**src/rtl/stepper_pkg.sv**
```systemverilog
// Shared definitions for the stepper move controller and its phase generator.
//   - default widths for step count, rate divider and position
//   - move FSM state encoding
//   - one-hot coil phase constants and a phase -> coil decode helper
package stepper_pkg;

    localparam int CNT_W_DEF = 8;
    localparam int DIV_W_DEF = 8;
    localparam int POS_W_DEF = 16;

    typedef enum logic [1:0] {
        ST_IDLE = 2'd0,
        ST_RUN  = 2'd1,
        ST_DONE = 2'd2
    } state_e;

    localparam logic [3:0] PH0 = 4'b0001;
    localparam logic [3:0] PH1 = 4'b0010;
    localparam logic [3:0] PH2 = 4'b0100;
    localparam logic [3:0] PH3 = 4'b1000;

    function automatic logic [3:0] phase_onehot(input logic [1:0] ph);
        logic [3:0] oh;
        case (ph)
            2'd0:    oh = PH0;
            2'd1:    oh = PH1;
            2'd2:    oh = PH2;
            default: oh = PH3;
        endcase
        return oh;
    endfunction

endpackage

```
**src/rtl/stepper_phase_gen.sv**
```systemverilog
// 2-bit coil phase counter with one-hot coil decode.
// Ports:
//   drv_clk  - clock
//   reset    - synchronous, active-high reset (phase 0, coils off)
//   step     - advance the phase by one this edge
//   dir      - 1 = phase +1, 0 = phase -1 (mod 4)
//   coil_en  - coils energised in the next cycle
//   coil     - registered one-hot coil drive (0 when not enabled)
//   home     - registered flag, phase index == 0
module stepper_phase_gen
    import stepper_pkg::*;
(
    input  logic       drv_clk,
    input  logic       reset,
    input  logic       step,
    input  logic       dir,
    input  logic       coil_en,
    output logic [3:0] coil,
    output logic       home
);

    logic [1:0] phase;
    logic [1:0] phase_next;

    // 2-bit arithmetic gives the 3->0 and 0->3 wrap for free
    always_comb begin
        phase_next = phase;
        if (step) begin
            phase_next = dir ? (phase + 2'd1) : (phase - 2'd1);
        end
    end

    // coil and home are registered from the next-phase value so they
    // line up with the phase register in the same cycle
    always_ff @(posedge drv_clk) begin
        if (reset) begin
            phase <= 2'd0;
            coil  <= 4'b0000;
            home  <= 1'b1;
        end else begin
            phase <= phase_next;
            coil  <= coil_en ? phase_onehot(phase_next) : 4'b0000;
            home  <= (phase_next == 2'd0);
        end
    end

endmodule

```
**src/rtl/stepper_move_ctrl.sv**
```systemverilog
// Move-level controller for a 4-phase unipolar stepper. Accepts a counted,
// rate-limited move over valid/ready, sequences the coil phases and tracks
// signed absolute position.
// Ports:
//   drv_clk, reset      - clock, synchronous active-high reset
//   cmd_valid/cmd_ready - command handshake (ready only in IDLE)
//   cmd_dir             - 1 = forward, 0 = reverse
//   cmd_steps           - steps to issue (0 completes immediately)
//   rate_div            - step period minus 1, in drv_clk cycles
//   abort               - end the current move early, no further step
//   busy, done, aborted - move in progress / end pulse / end-by-abort flag
//   motor_drv           - one-hot coil drive, 0 in IDLE
//   position            - two's-complement step position (wraps)
//   home                - phase index == 0
//
// state   | meaning
// --------+-----------------------------------------------------------
// ST_IDLE | coils off, waiting for a command; abort ignored
// ST_RUN  | counting down the step timer, stepping on terminal count
// ST_DONE | one-cycle completion pulse, then back to IDLE
module stepper_move_ctrl
    import stepper_pkg::*;
#(
    parameter int CNT_W = CNT_W_DEF,
    parameter int DIV_W = DIV_W_DEF,
    parameter int POS_W = POS_W_DEF
) (
    input  logic             drv_clk,
    input  logic             reset,
    input  logic             cmd_valid,
    output logic             cmd_ready,
    input  logic             cmd_dir,
    input  logic [CNT_W-1:0] cmd_steps,
    input  logic [DIV_W-1:0] rate_div,
    input  logic             abort,
    output logic             busy,
    output logic             done,
    output logic             aborted,
    output logic [3:0]       motor_drv,
    output logic [POS_W-1:0] position,
    output logic             home
);

    state_e           state;
    state_e           state_nxt;
    logic             accept;
    logic             step_due;
    logic             abort_exit;

    logic             dir_q;
    logic [DIV_W-1:0] rate_q;
    logic [DIV_W-1:0] timer;
    logic [CNT_W-1:0] remaining;
    logic [POS_W-1:0] pos_q;

    // abort is checked before the step-due test so it wins on a tie
    always_comb begin
        state_nxt  = state;
        accept     = 1'b0;
        step_due   = 1'b0;
        abort_exit = 1'b0;
        case (state)
            ST_IDLE: begin
                if (cmd_valid) begin
                    accept    = 1'b1;
                    state_nxt = (cmd_steps == '0) ? ST_DONE : ST_RUN;
                end
            end
            ST_RUN: begin
                if (abort) begin
                    abort_exit = 1'b1;
                    state_nxt  = ST_DONE;
                end else if (timer == '0) begin
                    step_due = 1'b1;
                    if (remaining == CNT_W'(1)) begin
                        state_nxt = ST_DONE;
                    end
                end
            end
            ST_DONE: begin
                state_nxt = ST_IDLE;
            end
            default: begin
                state_nxt = ST_IDLE;
            end
        endcase
    end

    always_ff @(posedge drv_clk) begin
        if (reset) begin
            state     <= ST_IDLE;
            dir_q     <= 1'b0;
            rate_q    <= '0;
            timer     <= '0;
            remaining <= '0;
            pos_q     <= '0;
            cmd_ready <= 1'b1;
            busy      <= 1'b0;
            done      <= 1'b0;
            aborted   <= 1'b0;
        end else begin
            state     <= state_nxt;
            cmd_ready <= (state_nxt == ST_IDLE);
            busy      <= (state_nxt == ST_RUN);
            done      <= (state_nxt == ST_DONE);
            aborted   <= (state_nxt == ST_DONE) && abort_exit;

            if (accept) begin
                dir_q     <= cmd_dir;
                rate_q    <= rate_div;
                remaining <= cmd_steps;
                timer     <= rate_div;
            end else if (state == ST_RUN && !abort) begin
                if (step_due) begin
                    remaining <= remaining - CNT_W'(1);
                    timer     <= rate_q;
                    pos_q     <= dir_q ? (pos_q + POS_W'(1)) : (pos_q - POS_W'(1));
                end else begin
                    timer <= timer - DIV_W'(1);
                end
            end
        end
    end

    assign position = pos_q;

    stepper_phase_gen u_phase_gen (
        .drv_clk (drv_clk),
        .reset   (reset),
        .step    (step_due),
        .dir     (dir_q),
        .coil_en (state_nxt != ST_IDLE),
        .coil    (motor_drv),
        .home    (home)
    );

endmodule

```
**config.mk**
```make
export PLATFORM = sky130hd
export DESIGN_NAME = stepper_move_ctrl
export DESIGN_NICKNAME = d
export VERILOG_FILES = /design/src/rtl/stepper_pkg.sv /design/src/rtl/stepper_phase_gen.sv /design/src/rtl/stepper_move_ctrl.sv
export SDC_FILE = /design/constraint.sdc
export NUM_CORES = 1
export LEC_CHECK = 0
export BUFFER_PORTS_ARGS = -buffer_cell sky130_fd_sc_hd__buf_2
export CAP_MARGIN = 10
export CORE_AREA = 2 2 87 89
export DETAILED_ROUTE_END_ITERATION = 8
export DIE_AREA = 0 0 89 91
export PLACE_DENSITY = 0.63
export REMOVE_ABC_BUFFERS = 1
export SLEW_MARGIN = 25
export SYNTH_ARGS = -nofsm -noshare
export SYNTH_HDL_FRONTEND = slang
export SYNTH_HIERARCHICAL = 1
export SYNTH_SLANG_ARGS = --single-unit
```
**constraint.sdc**
```tcl
create_clock -name drv_clk -period 2.9 [get_ports drv_clk]
set_clock_uncertainty 0.2 [all_clocks]
set_input_delay 0.29 -clock drv_clk [delete_from_list [all_inputs] [get_ports drv_clk]]
set_output_delay 0.29 -clock drv_clk [all_outputs]
set_load 0.01 [all_outputs]
```
==> summary.txt, run 1 <==
final hold slack: 0.00502 ns
TritonCTS buffer count: 5
DR pass1 iterations: 4
GRT overflow: 0
vias in the first global route: 2740
total track usage: 18.9%
Top FF cell, synth: dfxtp_1
Port Buffer Count: 45
Post-Syn Area: 3140 µm²
Peak Freq: 357 MHz
Post-synth ARST share: 0%
final setup fails: 0
Seq/Total Area, Yosys: 34.4%
fraction of layout cells with a size suffix above 1: 17.2%
crit share post-route: 96.6%
DRT antenna net count: 0
initial antenna violation count: 0
Critical Path AT: 2.86 ns
met2 GRT Util: 29.7%
Core Footprint: 7140 µm²
overall routed net length: 7.34 mm
wire length per cell: 13.3 µm
cell count after synthesis: 406
Synth warnings: 6
most frequent cells in the layout: 54 x nand2_1, 54 x dfxtp_1, 45 x a21oi_1, 45 x buf_2, 41 x nor2_1
Buffers & Inverters on Critical Path: 3
Final TNS setup: 0 ns
Reg area: 1080 µm²
FILL cells: 741
CP Launch Type: input port
first-pass GRT wire length: 12.4 mm
Die Span X: 89 µm
GR Util met3: 3.18%
DRC marker count from the first detailed-route iteration: 134
clock slew at reported path FFs: 0.10 ns
RSZ-0062 raised after global routing: false
pins over their slew limit: 0
Top Family by Delay on Critical Path: simple AND/OR/NAND/NOR gates
Synth top area share: 34.4%
Pwr Density: 489 nW/µm²
CP startpoint: abort
Crit Path Max Fanout: 21
leakage: 1.52 nW
Die H: 91 µm
syn avg cell area: 7.74 µm²
post-DP HPWL: 5.27 mm
fin util: 51.1%
clk root buf: clkbuf_8
Critical Path Max Stage Delay: 0.65 ns
Area Growth Syn to Fin: 15.9%
Synth area leader: dfxtp_1
Placed Cells: 539
CP max stage cell: or4_4
cell area after layout: 3640 µm²
maximum vdd drop: 0.000244 V
min-delay worst type: input port to flop
number of flops mapped to enable cells by yosys: 0
worst path cell trace: dlygate4sd3_1 > buf_2 > or3b_1 > or4_4 > buf_4 > or4b_1 > nand3_1
antenna cells: 0
reg2reg start: dir_q$_SDFFE_PP0P_
worst hold start: rate_div[6]
fin cells: 553
max-cap violations: 0
Post-DP Area: 3460 µm²
footprint of the multi-input gates: 1900 µm²
GPL Wtd Cong: 0.824
Setup CP Type: input port to flop
slew margin rel.: 67.2%
GR peak layer: met2
row cnt: 31
element type at the critical path end: flop
Max Root-Sink Buffers: 2
Synth cell types: 55
Vias/cell: 5.38
CTS tree: built
die area: 8100 µm²
largest cells by area after synthesis: dfxtp_1 34%, a21oi_1 7.2%, ha_1 6.8%, nand2_1 6.4%, nor2_1 4.9%
# IOs: 46
Clock Latency Late Sink: 0.33 ns
status: completed
largest net degree at the start of global routing: 35
CTS H-tree lvls: 2
M1 GR Usage: 26.6%
Final nets: 492
R2R setup slack: 0.22 ns
WP data required: 2.96 ns
Initial Utilization: 44.1%
Worst-Margin Slew: 0.487 ns
Final Hold Fails: 0
clock sink count: 54
drt drc: 0
synthesized flop and latch total: 54
DR vias: 2975
Final min period: 2.80 ns
==> metal layers <==
layer	part of all wire, %	wire length, µm	vias to the layer above
met5	0	0	-
met4	1.2	86	0
met3	3.7	273	6
met2	42	3110	48
met1	53	3860	1350
li1	-	-	1571
==> per-stage QoR <==
step | setup WS [ns] | power [mW]
floorplan | -0.726 | 1.13
global placement | 0.150 | 1.25
detailed placement | 0.116 | 1.25
CTS | 0.0723 | 1.80
global route | 0.0119 | 1.90
finish | 0.0993 | 1.78
==> timing repair <==
action	4_1_cts	5_1_grt
buffers inserted	0	4
hold buffers	2	0
gates resized for setup	0	6
setup endpoints to repair	0	3
endpoints found under the hold margin	2	0
==> registers in the layout, summed over array words and instances (netlist names), 2 cells and up <==
register           flops
position              16
rate_q                 8
remaining              8
state                  2
timer                  8
u_phase_gen/coil       4
u_phase_gen/phase      2
==> report_power, final <==
group / internal (mW) / leakage [nW] / switching [mW]
logic: 0.173 / 1.02 / 0.244
clock network: 0.262 / 0.0587 / 0.274
registers: 0.788 / 0.441 / 0.0406
total: 1.22 / 1.52 / 0.559
==> synthesized netlist by cell type (3+ instances only) <==
| library cell | n |
|---|---|
| dfxtp_1 | 54 |
| nand2_1 | 54 |
| a21oi_1 | 45 |
| nor2_1 | 41 |
| ha_1 | 17 |
| nand3_1 | 17 |
| o21ai_0 | 17 |
| inv_1 | 13 |
| nor4_1 | 12 |
| a31oi_1 | 11 |
| nor3_1 | 10 |
| buf_2 | 9 |
| nand2b_1 | 9 |
| or3_1 | 7 |
| xnor2_1 | 7 |
| clkbuf_1 | 6 |
| a211oi_1 | 5 |
| xor2_1 | 5 |
| nor2b_1 | 4 |
| o211ai_1 | 4 |
| a21o_1 | 3 |
| a311oi_1 | 3 |
| buf_1 | 3 |
| buf_6 | 3 |
| nor3b_1 | 3 |
| or2_2 | 3 |
==> worst register-to-register path, stage by stage (launching register included) <==
cell	delay, ns
dfxtp_1	0.39
clkinvlp_4	0.29
ha_1	0.44
a21oi_1	0.23
a31oi_1	0.16
o21ai_2	0.20
a21oi_1	0.11
or4b_1	0.50
nand3_1	0.09
==> worst paths after layout <==
check                                    to  cells after the start
hold / removal       rate_q[6]$_SDFFE_PP0P_                      3
setup / recovery  position[14]$_SDFFE_PP0P_                      7
hold reg to reg      rate_q[2]$_SDFFE_PP0P_                      2
setup reg to reg  position[14]$_SDFFE_PP0P_                      8
==> final cells by class <==
type                            count  share of cell area [%]
Multi-Input combinational cell    317                    52.3
Sequential cell                    54                    29.7
Timing Repair Buffer               62                    10.0
Tap cell                           99                    3.40
Clock buffer                        5                    1.89
Inverter                           13                    1.44
Clock inverter                      3                    1.30
==> logic make-up after synthesis <==
kind of cell               after synthesis  synth area share [%]
AOI/OAI and AO/OA                      111                  22.0
DFF                                     54                  34.4
and+or+nand+nor                        176                  27.5
buffers and inverters                   35                  5.37
adders and majority gates               18                  7.40
xor gates and xnor gates                12                  3.34
No activity file was read; power rests on OpenSTA's default activity.
==> inputs of run 2 (changes only) <==
--- a/config.mk
+++ b/config.mk
@@ -5,12 +5,13 @@
 export SDC_FILE = /design/constraint.sdc
 export NUM_CORES = 1
 export LEC_CHECK = 0
+export ABC_CLOCK_PERIOD_IN_PS = 2900
 export BUFFER_PORTS_ARGS = -buffer_cell sky130_fd_sc_hd__buf_2
 export CAP_MARGIN = 10
-export CORE_AREA = 2 2 87 89
+export CORE_AREA = 2 2 86 88
 export DETAILED_ROUTE_END_ITERATION = 8
-export DIE_AREA = 0 0 89 91
-export PLACE_DENSITY = 0.63
+export DIE_AREA = 0 0 88 90
+export PLACE_DENSITY = 0.64
 export REMOVE_ABC_BUFFERS = 1
 export SLEW_MARGIN = 25
 export SYNTH_ARGS = -nofsm -noshare
==> run 2 against run 1 <==
- design area decreased by 1.9%
- via count decreased by 0.34%
- highest routed layer unchanged
- hold slack improved by 0.0058 ns
- power decreased by 3.9%
==> summary.txt, run 2 (synthesis results as in run 1) <==
Final TNS setup: 0 ns (unchanged)
Buffers & Inverters on Critical Path: 1 (-2)
GRT overflow: 0 (unchanged)
met1 WL: 3.60 mm (-6.7%)
crit share post-route: 94.2% (-2.4 points)
Placed Cells: 539 (unchanged)
DR vias: 2965 (-0.34%)
post-DP HPWL: 5.49 mm (+4.1%)
DRC marker count from the first detailed-route iteration: 123 (-8.2%)
Met3 Routed Length: 254 µm (-7.0%)
CP Launch Type: flop
Critical Path AT: 2.80 ns (-0.06 ns)
clk root buf: clkbuf_8
Top Family by Delay on Critical Path: compound AO/OA/AOI/OAI gates
TritonCTS buffer count: 5 (unchanged)
Critical Path Max Stage Delay: 0.52 ns (-0.13 ns)
min-delay worst type: input port to flop
CP max stage cell: or4b_1
met2 WL post-DR: 3.48 mm (+12%)
drt drc: 0 (unchanged)
maximum vdd drop: 0.000245 V (+0.48%)
DR pass1 iterations: 4 (unchanged)
Max Root-Sink Buffers: 2 (unchanged)
max-cap violations: 0 (unchanged)
WP data required: 2.97 ns (about the same)
first-pass GRT wire length: 12.5 mm (+0.94%)
RSZ-0062 raised after global routing: true
Worst R2R Path Depth: 8 (unchanged)
Final Hold Fails: 0 (unchanged)
clock slew at reported path FFs: 0.12 ns (+0.02 ns)
largest net degree at the start of global routing: 28 (-20%)
Core Footprint: 7020 µm² (-1.6%)
Levels on crit path: 8 (+1)
GPL Wtd Cong: 0.875 (+6.2%)
overall routed net length: 7.43 mm (+1.2%)
max FFs per register: 16 (unchanged)
uppermost layer routed: met4
leakage: 1.49 nW (-2.3%)
Hold Path Depth: 3 (unchanged)
Crit Path Max Fanout: 10 (-52%)
slew margin rel.: 64.9% (-2.4 points)
Port Buffer Count: 45 (unchanged)
fraction of layout cells with a size suffix above 1: 16.3% (-0.92 points)
Peak Freq: 366 MHz (+2.5%)
most frequent cell on the critical path: a21oi_1
Setup CP Type: flop to flop
# IOs: 46 (unchanged)
pins over their slew limit: 0 (unchanged)
Die H: 90 µm (-1.1%)
DRT antenna net count: 0 (unchanged)
worst path cell trace: inv_1 > ha_1 > a21oi_1 > a31oi_1 > o21ai_0 > a21oi_1 > or4b_1 > nand3_1
row cnt: 31 (unchanged)
element type at the critical path end: flop
Vias/cell: 5.41 (+0.57%)
final hold slack: 0.0109 ns (+0.00585 ns)
Area Growth Syn to Fin: 13.7%
CTS H-tree lvls: 2 (unchanged)
vias in the first global route: 2718 (-0.80%)
CTS tree: built
Pwr Total: 1.71 mW (-3.9%)
Clock Latency Late Sink: 0.32 ns (about the same)
Final nets: 487 (-1.0%)
Final min period: 2.73 ns (-0.0693 ns)
clock sink count: 54 (unchanged)
wire length per cell: 13.6 µm (+2.2%)
final setup fails: 0 (unchanged)
initial antenna violation count: 0 (unchanged)
total track usage: 19.2% (+0.25 points)
status: completed
Die Span X: 88 µm (-1.1%)
antenna cells: 0 (unchanged)
die area: 7920 µm² (-2.2%)
fin cells: 548 (-0.90%)
Initial Utilization: 44.8% (+0.73 points)
Worst-Margin Slew: 0.526 ns (+0.0386 ns)
Pwr Density: 479 nW/µm² (-2.1%)
most frequent cells in the layout: 54 x nand2_1, 54 x dfxtp_1, 45 x a21oi_1, 45 x buf_2, 41 x nor2_1
-- run 2: changes by cell type in the layout (fill, tap and decap cells not counted), sizes merged --
cell / previous run / this run
dlygate4sd3: 2 / 1
clkinvlp: 1 / 0
buf: 60 / 56
inv: 13 / 14
clkinv: 1 / 2
bufinv: 1 / 0
-- run 2: metrics by stage --
step           utilization, %  instance area (µm²)  setup WS (ns)
2_1_floorplan               -                 3020         -0.726
4_1_cts                  50.9                 3580          0.227
6_report                 50.9                 3580          0.169
3_3_place_gp             49.4                 3470          0.281
5_1_grt                  50.9                 3580        -0.0227
3_5_place_dp             49.4                 3470          0.257
-- run 2: final timing paths --
kind	start	end	slack [ns]
hold reg to reg	rate_q[4]$_SDFFE_PP0P_	rate_q[4]$_SDFFE_PP0P_	0.26
setup reg to reg	dir_q$_SDFFE_PP0P_	position[14]$_SDFFE_PP0P_	0.17
hold / removal	rate_div[1]	rate_q[1]$_SDFFE_PP0P_	0.01
setup / recovery	dir_q$_SDFFE_PP0P_	position[14]$_SDFFE_PP0P_	0.17
-- run 2: per-layer routing --
metal	vias to the layer above	global-route usage, %
li1	1554	-
met1	1353	26.2
met2	50	31.1
met3	8	3.12
met4	0	5.13
met5	-	0
-- run 2: timing repair --
action / in CTS / in global routing
gates resized for setup: 0 / 0
hold buffers: 1 / 0
setup buffers: 0 / 0
setup endpoints to repair: 0 / 1
hold endpoints to repair: 1 / 0
-- run 2: layout make-up --
| type | count | area (µm²) |
|---|---|---|
| fillers | 724 | 3440 |
| flip-flops and latches | 54 | 1080 |
| repair buffers | 57 | 318 |
| inverters | 13 | 48.8 |
| well taps | 99 | 124 |
| clock buffers | 5 | 68.8 |
| multi-input cells | 317 | 1910 |
| clock inverters | 3 | 28.8 |
-- run 2: power breakdown --
group / total (mW) / switching, mW / internal (mW)
Sequential: 0.829 / 0.0404 / 0.788
Combinational: 0.418 / 0.248 / 0.170
Clock: 0.467 / 0.287 / 0.180
-- run 2: tightest hold or removal path: stages --
cell	delay, ns
buf_2	0.10
nand2_1	0.05
a21oi_1	0.05
==> inputs of run 3 (changes only) <==
--- a/config.mk
+++ b/config.mk
@@ -11,7 +11,7 @@
 export CORE_AREA = 2 2 86 88
 export DETAILED_ROUTE_END_ITERATION = 8
 export DIE_AREA = 0 0 88 90
-export PLACE_DENSITY = 0.64
+export PLACE_DENSITY = 0.74
 export REMOVE_ABC_BUFFERS = 1
 export SLEW_MARGIN = 25
 export SYNTH_ARGS = -nofsm -noshare
==> run 3 against run 2 <==
- sequential power is essentially flat
- design area grew 1.2%
- maximum frequency grew 1.0%
- die area is the same
- non-clock buffer count grew 2
- final cell count grew 0.36%
- hold slack gained 0.0070 ns
- utilization grew 0.59 points
==> summary.txt, run 3 (synthesis results as in run 1) <==
Met3 Routed Length: 331 µm (+30%)
footprint of the multi-input gates: 1910 µm² (+0.20%)
min-delay worst type: input port to flop
GPL Wtd Cong: 0.896 (+2.4%)
Area Growth Syn to Fin: 15.0%
max-cap violations: 0 (unchanged)
Pwr Density: 485 nW/µm² (+1.2%)
end point of the critical path: position[14]$_SDFFE_PP0P_
FILL cells: 676 (-6.6%)
final setup fails: 0 (unchanged)
worst hold start: rate_div[1]
slew margin rel.: 57.2% (-7.7 points)
CP Launch Type: flop
Die H: 90 µm (unchanged)
row cnt: 31 (unchanged)
die area: 7920 µm² (unchanged)
worst r2r dst: position[14]$_SDFFE_PP0P_
max FFs per register: 16 (unchanged)
Vias/cell: 5.51 (+1.9%)
TritonCTS buffer count: 5 (unchanged)
leakage: 1.50 nW (+0.86%)
wire length per cell: 13.5 µm (-0.40%)
fin util: 51.5% (+0.59 points)
Worst-Margin Slew: 0.636 ns (+0.111 ns)
CP startpoint: dir_q$_SDFFE_PP0P_
R2R setup slack: 0.20 ns (+0.03 ns)
pins over their slew limit: 0 (unchanged)
Core Footprint: 7020 µm² (unchanged)
Initial Utilization: 44.8% (unchanged)
Final TNS setup: 0 ns (unchanged)
Worst R2R Path Depth: 9 (+1)
Placed Cells: 539 (unchanged)
reg2reg start: dir_q$_SDFFE_PP0P_
drt drc: 0 (unchanged)
overall routed net length: 7.42 mm (about the same)
DRC marker count from the first detailed-route iteration: 121 (-1.6%)
Crit Path Max Fanout: 9 (-1)
Max Root-Sink Buffers: 2 (unchanged)
clk root buf: clkbuf_8
DRT antenna net count: 0 (unchanged)
Final Hold Fails: 0 (unchanged)
DR vias: 3033 (+2.3%)
Die Span X: 88 µm (unchanged)
GRT overflow: 0 (unchanged)
crit share post-route: 93.2% (-0.95 points)
Peak Freq: 370 MHz (+1.0%)
vias in the first global route: 2773 (+2.0%)
post-DP HPWL: 5.36 mm (-2.3%)
Port Buffer Count: 45 (unchanged)
CTS tree: built
initial antenna violation count: 0 (unchanged)
Setup CP Type: flop to flop
Reg area: 1080 µm² (unchanged)
RSZ-0062 raised after global routing: false
element type at the critical path end: flop
first-pass GRT wire length: 12.6 mm (+1.0%)
fin cells: 550 (+0.36%)
Clock Latency Late Sink: 0.31 ns (about the same)
largest net degree at the start of global routing: 32 (+14%)
clock slew at reported path FFs: 0.10 ns (-0.02 ns)
most frequent cells in the layout: 54 x nand2_1, 54 x dfxtp_1, 45 x buf_2
clock sink count: 54 (unchanged)
Final min period: 2.70 ns (-0.0275 ns)
antenna cells: 0 (unchanged)
status: completed
maximum vdd drop: 0.000273 V (+11%)
fraction of layout cells with a size suffix above 1: 16.9% (+0.59 points)
uppermost layer routed: met4
total track usage: 19.2% (-0.022 points)
met2 WL post-DR: 3.58 mm (+2.9%)
CTS H-tree lvls: 2 (unchanged)
met1 WL: 3.47 mm (-3.7%)
Critical Path AT: 2.75 ns (-0.05 ns)
# IOs: 46 (unchanged)
WP data required: 2.95 ns (-0.02 ns)
Final nets: 489 (+0.41%)
DR pass1 iterations: 4 (unchanged)
[run 3: area by class of cell]
cell class | count | share of cell area [%]
multi-input cells | 317 | 52.8
flip-flops and latches | 54 | 29.9
repair buffers | 59 | 9.48
well taps | 99 | 3.42
clock buffers | 7 | 2.11
inverters | 13 | 1.45
clock inverters | 1 | 0.830
[run 3: timing repair]
item	in CTS	in global routing
resized for setup	0	3
endpoints found under the setup margin	0	2
setup buffers	0	3
hold buffers	0	0
[run 3: where the power goes]
group | internal [mW] | switching, mW | total (mW)
clock network | 0.259 | 0.245 | 0.504
logic | 0.173 | 0.248 | 0.420
registers | 0.788 | 0.0414 | 0.829
total | 1.22 | 0.534 | 1.75
[run 3: worst min-delay path by stage]
stage,to,slack [ns],cells past startpoint
4_1_cts,rate_q[1]$_SDFFE_PP0P_,0.01,3
3_5_place_dp,rate_q[6]$_SDFFE_PP0P_,0.25,2
5_1_grt,rate_q[1]$_SDFFE_PP0P_,0.02,3
2_1_floorplan,dir_q$_SDFFE_PP0P_,0.16,1
6_report,rate_q[1]$_SDFFE_PP0P_,0.02,3
3_3_place_gp,rate_q[6]$_SDFFE_PP0P_,0.24,2
[run 3: layer usage]
metal	global-route usage [%]	vias up
met2	32.0	68
met5	0	-
met4	4.62	0
met1	25.2	1407
met3	3.67	5
li1	-	1553
[run 3: worst max-delay path: stages (launching register included)]
cell and delay [ns]:
dfxtp_1 0.38, clkinvlp_4 0.20, buf_4 0.19, fa_1 0.40
nand3_1 0.13, a31oi_1 0.13, o21ai_1 0.28, a21oi_1 0.13
or4b_1 0.51, nand3_1 0.09
[run 3: per-stage QoR]
stage               setup WS (ns)  hold WS, ns  power, mW  area [µm²]
floorplan                  -0.726        0.159       1.13        3020
global placement            0.252        0.244       1.24        3480
detailed placement          0.106        0.250       1.26        3480
CTS                        0.0694       0.0125       1.76        3590
global route               0.0454       0.0175       1.86        3620
finish                      0.196       0.0179       1.75        3620
